### src/rtl/pe_serial_feeder.sv
// Sequencer for one bit-serial MAC PE: accepts weight words and X/Y sample
// pairs, shifts them out LSB-first and drives the PE control word per cycle.
module pe_serial_feeder #(
  parameter int W_BITS = 6,
  parameter int X_BITS = 8,
  parameter int Y_BITS = 16
) (
  input  logic              clk,
  input  logic              reset,
  input  logic [W_BITS-1:0] w_data,
  input  logic              w_valid,
  output logic              w_ready,
  input  logic [X_BITS-1:0] x_data,
  input  logic [Y_BITS-1:0] y_data,
  input  logic              xy_valid,
  output logic              xy_ready,
  output logic              xOrW,
  output logic              yIn,
  output logic [2:0]        ctrl,
  output logic              frame_done,
  output logic              busy
);

  typedef enum logic [1:0] {IDLE, LOAD_W, X_PH, Y_PH} state_t;

  localparam logic [2:0] CTRL_LOADW = 3'b001;
  localparam logic [2:0] CTRL_HOLD  = 3'b010;
  localparam logic [2:0] CTRL_XLSB  = 3'b100;
  localparam logic [2:0] CTRL_RUN   = 3'b000;

  state_t            state_reg, state_next;
  logic [3:0]        cnt_reg, cnt_next;
  logic              w_loaded_reg, w_loaded_next;
  logic [W_BITS-1:0] w_word_reg, w_word_next;
  logic [X_BITS-1:0] x_word_reg, x_word_next;
  logic [Y_BITS-1:0] y_word_reg, y_word_next;

  logic              x_or_w_reg, x_or_w_next;
  logic              y_in_reg, y_in_next;
  logic [2:0]        ctrl_reg, ctrl_next;
  logic              frame_done_reg, frame_done_next;

  logic              slot_open;
  logic              w_xfer;
  logic              xy_xfer;

  // New work is taken only when idle or on the last Y bit of a frame.
  assign slot_open = (state_reg == IDLE) || ((state_reg == Y_PH) && (cnt_reg == 4'd15));
  assign w_ready   = slot_open;
  assign xy_ready  = slot_open & w_loaded_reg & ~w_valid;
  assign w_xfer    = w_valid & w_ready;
  assign xy_xfer   = xy_valid & xy_ready;
  assign busy      = (state_reg != IDLE);

  assign xOrW       = x_or_w_reg;
  assign yIn        = y_in_reg;
  assign ctrl       = ctrl_reg;
  assign frame_done = frame_done_reg;

  always_ff @(posedge clk or negedge reset) begin
    if (!reset) begin
      state_reg      <= IDLE;
      cnt_reg        <= 4'd0;
      w_loaded_reg   <= 1'b0;
      w_word_reg     <= '0;
      x_word_reg     <= '0;
      y_word_reg     <= '0;
      x_or_w_reg     <= 1'b0;
      y_in_reg       <= 1'b0;
      ctrl_reg       <= CTRL_HOLD;
      frame_done_reg <= 1'b0;
    end else begin
      state_reg      <= state_next;
      cnt_reg        <= cnt_next;
      w_loaded_reg   <= w_loaded_next;
      w_word_reg     <= w_word_next;
      x_word_reg     <= x_word_next;
      y_word_reg     <= y_word_next;
      x_or_w_reg     <= x_or_w_next;
      y_in_reg       <= y_in_next;
      ctrl_reg       <= ctrl_next;
      frame_done_reg <= frame_done_next;
    end
  end

  always_comb begin
    state_next    = state_reg;
    cnt_next      = cnt_reg;
    w_loaded_next = w_loaded_reg;
    w_word_next   = w_xfer  ? w_data : w_word_reg;
    x_word_next   = xy_xfer ? x_data : x_word_reg;
    y_word_next   = xy_xfer ? y_data : y_word_reg;
    case (state_reg)
      IDLE: begin
        if (w_xfer) begin
          state_next = LOAD_W;
          cnt_next   = 4'd0;
        end else if (xy_xfer) begin
          state_next = X_PH;
          cnt_next   = 4'd0;
        end
      end
      LOAD_W: begin
        if (cnt_reg == 4'd5) begin
          state_next    = IDLE;
          cnt_next      = 4'd0;
          w_loaded_next = 1'b1;
        end else begin
          cnt_next = cnt_reg + 4'd1;
        end
      end
      X_PH: begin
        cnt_next = cnt_reg + 4'd1;
        if (cnt_reg == 4'd7) state_next = Y_PH;
      end
      Y_PH: begin
        if (cnt_reg == 4'd15) begin
          cnt_next = 4'd0;
          if (w_xfer)       state_next = LOAD_W;
          else if (xy_xfer) state_next = X_PH;
          else              state_next = IDLE;
        end else begin
          cnt_next = cnt_reg + 4'd1;
        end
      end
      default: begin
        state_next = IDLE;
        cnt_next   = 4'd0;
      end
    endcase
  end

  // Outputs are computed from the next state so the first bit appears one cycle after the transfer.
  always_comb begin
    x_or_w_next     = 1'b0;
    y_in_next       = 1'b0;
    ctrl_next       = CTRL_HOLD;
    frame_done_next = 1'b0;
    case (state_next)
      LOAD_W: begin
        x_or_w_next = w_word_next[cnt_next[2:0]];
        ctrl_next   = CTRL_LOADW;
      end
      X_PH: begin
        x_or_w_next = x_word_next[cnt_next[2:0]];
        y_in_next   = y_word_next[cnt_next];
        ctrl_next   = (cnt_next == 4'd0) ? CTRL_XLSB : CTRL_RUN;
      end
      Y_PH: begin
        y_in_next       = y_word_next[cnt_next];
        frame_done_next = (cnt_next == 4'd15);
      end
      default: ;
    endcase
  end

endmodule

### config.mk
export PLATFORM = sky130hd
export DESIGN_NAME = pe_serial_feeder
export DESIGN_NICKNAME = d
export VERILOG_FILES = /design/src/rtl/pe_serial_feeder.sv
export SDC_FILE = /design/constraint.sdc
export NUM_CORES = 1
export LEC_CHECK = 0
export BUFFER_PORTS_ARGS = -buffer_cell sky130_fd_sc_hd__buf_2
export CAP_MARGIN = 20
export CORE_MARGIN = 2
export CORE_UTILIZATION = 35
export DETAILED_ROUTE_END_ITERATION = 8
export GPL_TIMING_DRIVEN = 0
export PLACE_DENSITY = 0.57
export REMOVE_ABC_BUFFERS = 1
export SYNTH_ARGS = -nofsm -noshare
export SYNTH_HDL_FRONTEND = slang
export SYNTH_SLANG_ARGS = --single-unit
### constraint.sdc
create_clock -name clk -period 6.15 [get_ports clk]
set_input_delay 0.615 -clock clk [delete_from_list [all_inputs] [get_ports clk]]
set_output_delay 0.615 -clock clk [all_outputs]
set_load 0.02 [all_outputs]
; Word level (Yosys, flattened, before mapping)
; Index checks and enable logic that the tools add are counted.
[classes]
add_sub_neg = 1
order_cmp = 2
eq_ne = 10
mux = 27
bitwise = 5
reduce_logical = 7
[ops]
columns = op, n
row1 = $mux 16, 1
row2 = $mux 4, 4
row3 = $pmux 4 s4, 1
row4 = $mux 2, 7
row5 = $eq 2x2->1 const B, 4
row6 = $eq 4x3->1 const B, 2
row7 = $eq 4x4->1 const B, 2
row8 = $mux 8, 1
row9 = $pmux 2 s4, 1
row10 = $bmux 1 s3, 2
row11 = $mux 6, 1
row12 = $pmux 3 s2, 1
row13 = $lt 4x5->1 const B, 1
row14 = $mux 1, 5
row15 = $add 4x1->4 const B, 1
row16 = $and 1x1->1, 4
row17 = $bmux 1 s4, 1
row18 = $eq 2x1->1 const B, 2
row19 = $logic_not 4->1, 1
row20 = $lt 3x4->1 const B, 1
row21 = $mux 3, 1
row22 = $logic_not 2->1, 1
row23 = $pmux 1 s2, 1
row24 = $reduce_and 2->1, 1
row25 = other kinds (5), 5
[totals]
reg_bits = 43
input_bits = 34
out_inout_bits = 9

; Depth between registers and ports, before layout
; Gate-level depths: netlist of run 1.
[logic_depth]
word_depth = 13
ltp_mapped = 13
mapped_depth_nobuf = 12

; Least setup slack after synthesis of run 1
; Ideal clock, no wire load.
[synth_path]
kind = flip-flop to flip-flop
startpoint = register state_reg[1]
endpoint = register x_or_w_reg (netlist: xOrW)
setup_time_ps = 111
arrival_ps = 2643
path_slack_ps = 3395
stages_incl_launch_ff = 13
period_less_slack_ps = 2755
path_cell_list = dfrtp_1 buf_6 nor2_2 inv_1 o21ai_0 nor2b_1 a311o_1 inv_1 ha_1 inv_1 o31ai_2 o21ai_1 a2111oi_2
[synth_rtl]
columns = item, line_no
row1 = "start, declared", 31  ; state_t state_reg, state_next;
row2 = "start signal, assigned", 73  ; state_reg <= state_next;
row3 = $eq 2x2->1, 48  ; assign slot_open = (state_reg == IDLE) || ((state_reg == Y_PH) && (cnt_reg == 4'd15));
row4 = $logic_and 1x1->1, 48
row5 = $logic_or 1x1->1 *, 48
row6 = net w_ready, 12  ; output logic w_ready,
row7 = $and 1x1->1 (2 in series), 50  ; assign xy_ready = slot_open & w_loaded_reg & ~w_valid;
row8 = $and 1x1->1, 52  ; assign xy_xfer = xy_valid & xy_ready;
row9 = $mux 2, 98  ; end else if (xy_xfer) begin
row10 = $mux 2, 95  ; if (w_xfer) begin
row11 = $pmux 2 s4 *, 93  ; case (state_reg)
row12 = net state_next[0], 31
row13 = $eq 2x2->1 or $eq 2x1->1 (tied branches), 139  ; case (state_next)
row14 = $pmux 1 s2 *, 139
row15 = net x_or_w_next, 38  ; logic x_or_w_reg, x_or_w_next;
row16 = "end signal, assigned", 79  ; x_or_w_reg <= x_or_w_next;
row17 = "end, declared", 38
; Mark *: on every way through the listed nets, which the timed path passes. The rest lies on a longest branch. The select of a mux whose other input is x is not followed.
; A chain may end at the register's enable or synchronous reset.

; Worst setup path in the final report of run 1
[layout_path]
startpoint = register cnt_reg[0]
endpoint = register x_or_w_reg (netlist: xOrW)
[layout_rtl]
columns = item, line_no
row1 = "start, declared", 32  ; logic [3:0] cnt_reg, cnt_next;
row2 = "start signal, assigned", 74  ; cnt_reg <= cnt_next;
row3 = $eq 4x4->1, 48
row4 = $logic_and 1x1->1, 48
row5 = $logic_or 1x1->1, 48
row6 = $and 1x1->1 (2 in series), 50
row7 = $and 1x1->1, 52
row8 = $mux 8, 91  ; x_word_next = xy_xfer ? x_data : x_word_reg;
row9 = net x_word_next[4], 35  ; logic [X_BITS-1:0] x_word_reg, x_word_next;
row10 = $bmux 1 s3, 145  ; x_or_w_next = x_word_next[cnt_next[2:0]];
row11 = $mux 1 (not written as such), 145
row12 = $pmux 1 s2, 139
row13 = net x_or_w_next, 38
; The timed path passes the listed nets, and every way through them passes these cells. The select of a mux whose other input is x is not followed.

==> results of run 1 <==
==> through the flow <==
stage	area [sq um]	total power [uW]	instances	utilization, %
6_report	2610	1260	293	43.5
5_1_grt	2610	1370	293	43.5
4_1_cts	2580	1280	292	43.1
3_5_place_dp	2500	1110	284	41.7
3_3_place_gp	2470	1090	283	41.2
2_1_floorplan	2160	955	166	-
==> worst paths after layout <==
path	start	endpoint	slack [ns]	cells past startpoint
setup / recovery	cnt_reg[0]	xOrW	3.12	8
hold / removal	reset	w_word_reg[2]	0.28	1
setup reg to reg	cnt_reg[0]	xOrW	3.12	8
hold reg to reg	y_word_reg[10]	y_word_reg[10]	0.48	1
max in group asynchronous	reset	state_reg[0]	5.39	2
min in group clk	y_word_reg[10]	y_word_reg[10]	0.48	1
==> cell families after synthesis <==
logic type | Yosys count | share of synthesized area [%]
compound gates | 29 | 13.3
fa+ha+maj | 5 | 2.83
buf+inv | 17 | 3.85
flops | 43 | 48.8
mux | 38 | 19.9
simple gates | 40 | 11.3
==> cells in the mapped netlist (2+ instances only) <==
cell type  instances
dfrtp_1           42
a21o_1             4
nor3_1             3
nor3b_1            2
mux2i_1            6
mux2_2            23
o22ai_1            3
ha_1               5
o21ai_1            2
buf_2              2
nor2_2             2
mux2_1             7
nor2b_1            6
buf_4              3
o21ai_0            2
a2111oi_2          2
inv_1             11
nor2_1             4
nand2_1            9
==> worst max-delay path, delay by kind of cell (launching register included) <==
| kind | cells | cell delay, ns |
|---|---|---|
| DFF | 1 | 0.43 |
| muxes | 2 | 0.85 |
| buffers and inverters | 1 | 0.25 |
| and+or+nand+nor | 2 | 0.35 |
| AOI/OAI and AO/OA | 2 | 0.78 |
| adders and majority gates | 1 | 0.25 |
==> layout make-up <==
cell class / instances / area [sq um]
timing repair buffer: 44 / 253
clock buffer: 7 / 76.3
tap: 75 / 93.8
inverter: 11 / 41.3
fill: 582 / 3380
sequential: 43 / 1080
clock inverter: 1 / 5.00
multi-input combinational: 112 / 1060
==> per-layer routing <==
| metal | global-route usage, % | vias up | part of all wire, % |
|---|---|---|---|
| met4 | 3.96 | 0 | 0.27 |
| met2 | 20.9 | 30 | 48 |
| li1 | - | 716 | - |
| met5 | 0 | - | 0 |
| met1 | 16.5 | 718 | 48 |
| met3 | 3.58 | 2 | 4.4 |
==> power by group through the flow <==
| stage | Combinational [uW] | Clock (uW) | Sequential [uW] |
|---|---|---|---|
| 6_report | 621 | 170 | 473 |
| 5_1_grt | 689 | 188 | 491 |
| 4_1_cts | 628 | 179 | 476 |
| 3_5_place_dp | 624 | 0 | 481 |
| 3_3_place_gp | 613 | 0 | 477 |
| 2_1_floorplan | 479 | 0 | 477 |
==> run metrics, run 1 <==
DP Wirelength 2.90 mm; Period minus WS final 3.03 ns; sequential power share 37.4%; Layout area overhead 18.1%; Synth cell types 53; clock buffer depth 2; antenna-violating nets left 0; GRT Overall Usage 12.8%; Hold Vio Cnt, Final 0; share of post-route cells with drive strength above 1 42.7%; DR vias about 1500; synth warn 0; worst path cell trace ha_1 -> nand4_4 -> o22ai_2 -> buf_8 -> mux2_2 -> mux4_1 -> nor3_1 -> a2111oi_2; most frequent cells in the layout dfrtp_1 (42), buf_2 (42), mux2_2 (23), inv_1 (11), nand2_1 (9); Initial Utilization 36.8%; RSZ-0062 raised after global routing no; clk_lat worst skew around 0.29 ns; Residual DRC 0; Placeable Area roughly 0.006 sq mm; Comb pwr share 49.1%; CP Max Fanout 15; initial antenna violation count 0; kind of critical path reg2reg; status finished, final reports clean; Inserted Diodes 0; Die W 83.4 um; post-CTS sizing 0; number of max-cap violations 0; vias in the first global route 1530; worst path required time 6.32 ns; FP Rows 28; CTS clk-pin slew, worst paths approximately 0.08 ns; Synth Flop Type dfrtp_1; Die ar. 0.00696 sq mm; Net Sw Frac 38.2%; Sum Neg Setup Slack 0 ns; Synth top area share 47.6%; CP peak stage delay 0.70 ns; EDFF count, synth 0; worst slew pin tran 0.984 ns; hold_buf cts 0; H-tree depth 2; Async SR Flop Fraction 100%; cell count after synthesis around 170; Seq cells post-synth 43; DR iter-0 viols 65; final-report max-slew violation count 0; vias per cell 5.00; final setup margin 3.12 ns; period utilization 49.2%; Root Buffer clkbuf_8; RD Place Congestion about 0.74; Avg Synthesized Cell Area 12.8 sq um; drt total wl 4.09 mm; clock network fraction of total power 13.5%; CTS Buf Count 5; CP Launch Type register; Layout Skew between 0.006 and 0.007 ns; max_slew headroom 34.2%; Arr. time, crit path 3.20 ns; Area contributors post-synth dfrtp_1 (48%), mux2_2 (12%), mux2_1 (3.6%); Worst IR Drop VDD around 0.00021 V; Seq/Total Area, Yosys 48.8%; crit end category register; PD cells 485 mW/mm^2; area leader, netlist dfrtp_1; Critical Path Slowest Stage Cell o22ai_2; first-pass GRT wire length 7.14 mm; Port-buffer cells 42; I/O pin count 43; Syn Std Cell Area 0.00221 sq mm; P_sw 483 uW; Die Span Y between 80 and 90 um; clk sinks 43; Leakage 0.00124 uW; remaining global-route overflow 0; largest net degree at the start of global routing 44; drt pass-1 iters 4; Int Power 781 uW; Hold/Removal Path Class in2async; postcts setup bufs 0; Fmax achieved 0.330 GHz; Hold Slack between 0.2 and 0.3 ns; fin nets around 260; max FFs per register 16; CTS tree done; post-place setup slack 2.99 ns; mean routed wirelength per cell approximately 14 um; Setup violations, final 0
Power figures use the tool's default switching activity.
==> run 2: changes to the inputs <==
Settings changed: PLACE_DENSITY 0.57 to 0.59.
Clock period 6.15 ns to 2.75 ns, I/O delays scaled along.
==> run metrics, run 2 (synthesized netlist as in run 1, its figures left out) <==
RD Place Congestion 0.737 (-0.30%); worst setup path end yIn; period utilization 94.4% (+45 points); Layout Skew 0.00398 ns (-0.00270 ns); remaining global-route overflow 0 (unchanged); RSZ-0062 raised after global routing yes; Hold Vio Cnt, Final 0 (unchanged); Layout area overhead 20.4%; I/O pin count 43 (unchanged); Worst IR Drop VDD 0.000512 V (+150%); max_slew headroom 34.7% (+0.48 points); CTS clk-pin slew, worst paths 0.08 ns (about the same); GRT Overall Usage 12.2% (-0.59 points); crit path launch cnt_reg[0]; kind of critical path reg2reg; mean routed wirelength per cell 14.1 um (+1.1%); worst slew pin tran 0.977 ns (-0.00714 ns); Placeable Area 0.00599 sq mm (unchanged); Inserted Diodes 0 (unchanged); Die W 83.4 um (unchanged); clk_lat worst skew 0.28 ns (about the same); Fmax achieved 0.385 GHz (+17%); initial antenna violation count 0 (unchanged); vias in the first global route 1431 (-6.5%); share of post-route cells with drive strength above 1 46.4% (+3.7 points); status finished, final reports clean; total power 2970 uW (+140%); Arr. time, crit path 2.77 ns (-0.43 ns); r2r setup slk 0.15 ns (-2.97 ns); DR vias 1478 (+0.82%); final setup margin 0.153 ns (-2.97 ns); Residual DRC 0 (unchanged); Die ar. 0.00696 sq mm (unchanged); Die Span Y 83.4 um (unchanged); FP Rows 28 (unchanged); number of max-cap violations 0 (unchanged); worst path required time 2.93 ns (-3.39 ns); Leakage 0.00125 uW (+1.1%); DR iter-0 viols 95 (+46%); H-tree depth 2 (unchanged); drt pass-1 iters 4 (unchanged); fin nets 258 (+0.78%); post-place setup slack -0.212 ns (-3.20 ns); commonest non-fill, non-tap cell in the layout buf_2; Root Buffer clkbuf_8; PD cells 1120 mW/mm^2 (+130%); Hold Slack 0.139 ns (-0.144 ns); Period minus WS final 2.60 ns (-0.430 ns); first-pass GRT wire length 6.87 mm (-3.9%); clk sinks 43 (unchanged); final-report max-slew violation count 0 (unchanged); crit end category register; DP Wirelength 2.98 mm (+2.8%); CTS Buf Count 5 (unchanged); Port-buffer cells 42 (unchanged); Hold/Removal Path Class in2async; largest net degree at the start of global routing 44 (unchanged); capturing point of the worst reg2reg path yIn; Setup violations, final 0 (unchanged); CP Max Fanout 20 (+5); Worst R2R Path Depth 10 (+2); CP Launch Type register; most frequent cells in the layout buf_2 (42), dfrtp_1 (39), mux2_2 (23), inv_1 (11), nand2_1 (9); Initial Utilization 36.8% (unchanged); max FFs per register 16 (unchanged); vias per cell 5.01 (+0.14%); CTS tree done; drt total wl 4.16 mm (+1.8%); antenna-violating nets left 0 (unchanged); Critical R2R Launch cnt_reg[0]; clock buffer depth 2 (unchanged)
run 2: changes by cell type in the layout (fill, tap and decap cells not counted), moves of 2 or more:
cell and change:
dfrtp_1 -3, dfrtp_2 +3, clkbuf_8 +2, ha_1 -2
ha_2 +2
run 2: layout make-up:
cell class                      count  area, sq um
Tap cell                           75         93.8
Sequential cell                    43         1080
Fill cell                         551         3330
Multi-Input combinational cell    112         1080
Clock buffer                        8          100
Inverter                           11         41.3
Timing Repair Buffer               46          264
run 2: worst min path at each step:
| stage | start | end | slack [ns] | depth (start not counted) |
|---|---|---|---|---|
| after floorplan | reset | cnt_reg[0] | -0.02 | 0 |
| after global placement | y_word_reg[10] | y_word_reg[10] | 0.46 | 1 |
| after detailed placement | x_word_reg[5] | x_word_reg[5] | 0.47 | 1 |
| after CTS | reset | x_word_reg[4] | 0.16 | 1 |
| after global routing | x_data[6] | x_word_reg[6] | 0.17 | 2 |
| final | reset | x_word_reg[4] | 0.14 | 1 |
run 2: repair_timing:
action / in CTS / in global routing
hold buffers: 0 / 0
resized for setup: 2 / 5
setup endpoints to repair: 2 / 2
pin swaps: 0 / 3
setup buffers: 0 / 2
run 2: worst max-delay path: stages (launching register included):
cell and delay (ns):
dfrtp_2 0.42, ha_2 0.23, nand4_4 0.14, o22ai_2 0.24, buf_8 0.20, buf_6 0.17
mux2_1 0.34, nor3b_1 0.15, a2111oi_2 0.35, o21ai_1 0.12, o221a_2 0.13
run 2: where the power goes:
part           leakage [uW]  switching [uW]  internal, uW
Sequential         0.000543             163           907
Clock             0.0000515             200           229
Combinational      0.000659             747           727
run 2: per-layer routing:
metal  track usage, %  routed length (um)  share of wire (%)  up-vias
met5                0                   0                  0        -
met2             18.5                1910                 46       29
met3             3.78                 155                3.7        4
li1                 -                   -                  -      724
met4             3.08                  42                1.0        0
met1             17.0                2050                 49      721
run 2: metrics by stage:
stage	TNS, ns	area (sq um)	std cells	utilization [%]
2_1_floorplan	-1.20	2160	166	-
3_3_place_gp	-17.63	2470	283	41.2
3_5_place_dp	-0.379	2510	285	41.9
4_1_cts	0	2620	293	43.7
5_1_grt	-0.000826	2660	295	44.4
6_report	0	2660	295	44.4
==> run 3: changes to the inputs <==
Settings changed: BUFFER_PORTS_ARGS -buffer_cell sky130_fd_sc_hd__buf_2 to unset, DONT_BUFFER_PORTS set to 1, PLACE_DENSITY 0.59 to 0.53.
==> run metrics, run 3 (synthesized netlist as in run 1, its figures left out) <==
Die W 83.4 um (unchanged); M1 WL 1.93 mm (-5.8%); initial antenna violation count 0 (unchanged); capturing point of the worst reg2reg path xOrW; DR vias 1415 (-4.3%); clk sinks 43 (unchanged); Inserted Diodes 0 (unchanged); final-report max-slew violation count 0 (unchanged); dpl cells 242 (-15%); number of max-cap violations 0 (unchanged); drt total wl 4.48 mm (+7.6%); crit end category register; Critical R2R Launch cnt_reg[0]; largest net degree at the start of global routing 44 (unchanged); CTS tree done; fill count 534 (-3.1%); period utilization 95.8% (+1.4 points); Worst R2R Path Depth 11 (+1); post-layout instance area 0.00267 sq mm (+0.42%); Min-Delay Endpoint y_word_reg[11]; share of post-route cells with drive strength above 1 41.6% (-4.7 points); Root Buffer clkbuf_8; worst slew pin tran 0.496 ns (-0.481 ns); top layer in use met4; PD cells 1230 mW/mm^2 (+9.9%); r2r setup slk 0.12 ns (-0.04 ns); CP Max Fanout 6 (-70%); remaining global-route overflow 0 (unchanged); CP Launch Type register; met3 wire length 228 um (+47%); clk_lat worst skew 0.30 ns (+0.02 ns); Die Span Y 83.4 um (unchanged); Leakage 0.00119 uW (-4.7%); drt pass-1 iters 4 (unchanged); GRT Overall Usage 13.8% (+1.6 points); metal2 WL 2.24 mm (+17%); Cell Area, Placed 0.00229 sq mm (-8.8%); hold depth 1; RD Place Congestion 0.667 (-9.5%); Initial Utilization 36.8% (unchanged); FP Rows 28 (unchanged); CTS clk-pin slew, worst paths 0.08 ns (about the same); kind of critical path reg2reg; CP peak stage delay 0.44 ns (+0.02 ns); max_slew headroom 66.9% (+32 points); antenna-violating nets left 0 (unchanged); vias per cell 5.20 (+3.8%); Critical Path Slowest Stage Cell dfrtp_1; H-tree depth 2 (unchanged); Placeable Area 0.00599 sq mm (unchanged); Setup violations, final 0 (unchanged); I/O pin count 43 (unchanged); DP Wirelength 3.14 mm (+5.5%); Arr. time, crit path 2.82 ns (+0.05 ns); Hold Vio Cnt, Final 0 (unchanged); fin nets 235 (-8.9%); Period minus WS final 2.63 ns (+0.0375 ns); Residual DRC 0 (unchanged); Layout Skew 0.0102 ns (+0.00619 ns); Fmax achieved 0.380 GHz (-1.4%); max FFs per register 16 (unchanged); Layout area overhead 20.9%; CTS Buf Count 5 (unchanged); worst path cell trace ha_4 -> nand4_4 -> o21ai_4 -> nor2b_2 -> a311o_1 -> inv_2 -> ha_2 -> o21ai_0 -> o22ai_2 -> nor3_2 -> a2111oi_2; worst path required time 2.93 ns (about the same); Hold/Removal Path Class in2reg; Port-buffer cells 0 (-100%); commonest non-fill, non-tap cell in the layout dfrtp_1; mean routed wirelength per cell 16.5 um (+17%); worst hold start y_data[11]; DR iter-0 viols 48 (-49%); clock buffer depth 2 (unchanged); most frequent cells in the layout dfrtp_1 (40), mux2_2 (23), buf_4 (19), inv_1 (9), nand2_1 (9); Worst IR Drop VDD 0.000471 V (-7.9%); status finished, final reports clean; Non-Filler Instances 272 (-7.8%); Die ar. 0.00696 sq mm (unchanged); first-pass GRT wire length 7.80 mm (+14%); vias in the first global route 1556 (+8.7%)
-- run 3: worst max-delay path by stage --
stage	start	to	slack, ns	cells after the start
final	cnt_reg[0]	xOrW	0.12	11
after global routing	cnt_reg[0]	xOrW	-0.02	11
after CTS	cnt_reg[0]	xOrW	-0.09	11
after detailed placement	state_reg[1]	xOrW	-0.47	11
after global placement	state_reg[1]	xOrW	-1.32	6
after floorplan	cnt_reg[0]	xOrW	-0.64	7
-- run 3: worst max-delay path: cells and delay by family (launching register included) --
family,cells,cell delay [ns]
AOI/OAI and AO/OA,5,1.20
DFF,1,0.44
adders and majority gates,2,0.41
and+or+nand+nor,3,0.38
buffers and inverters,1,0.09
-- run 3: metrics by stage --
stage / hold WS (ns) / total power [uW] / worst slack (ns) / TNS [ns] / util [%]
after floorplan: -0.0206 / 2140 / -0.636 / -1.20 / -
after global placement: -0.0192 / 2370 / -1.32 / -14.75 / 37.7
after detailed placement: -0.0197 / 2440 / -0.470 / -0.799 / 38.2
after CTS: 0.0829 / 3080 / -0.0873 / -0.0873 / 41.9
after global routing: 0.0773 / 3530 / -0.0196 / -0.0196 / 44.5
final: 0.0893 / 3280 / 0.116 / 0 / 44.5
-- run 3: final cells by class --
| type | instances | area, sq um | area share (%) |
|---|---|---|---|
| multi-input combinational | 112 | 1110 | 41.7 |
| sequential | 43 | 1080 | 40.5 |
| timing repair buffer | 23 | 208 | 7.78 |
| tap | 75 | 93.8 | 3.52 |
| clock buffer | 6 | 72.6 | 2.72 |
| clock inverter | 2 | 60.1 | 2.25 |
| inverter | 11 | 41.3 | 1.55 |
-- run 3: report_power, final --
group,internal [uW],total [uW],switching (uW)
logic,826,1610,787
clock network,363,570,207
registers,907,1100,194
-- run 3: timing repair --
action / CTS / global route
hold buffers: 2 / 0
pin swaps: 1 / 5
resized for setup: 6 / 9
setup endpoints to repair: 2 / 2
cloned: 0 / 0
endpoints found under the hold margin: 43 / 0
setup buffers: 5 / 15
-- run 3: layer usage --
metal | vias to the layer above | GRT usage (%)
met3 | 7 | 4.08
met5 | - | 0
met2 | 31 | 23.7
li1 | 676 | -
met1 | 701 | 16.7
met4 | 0 | 4.40
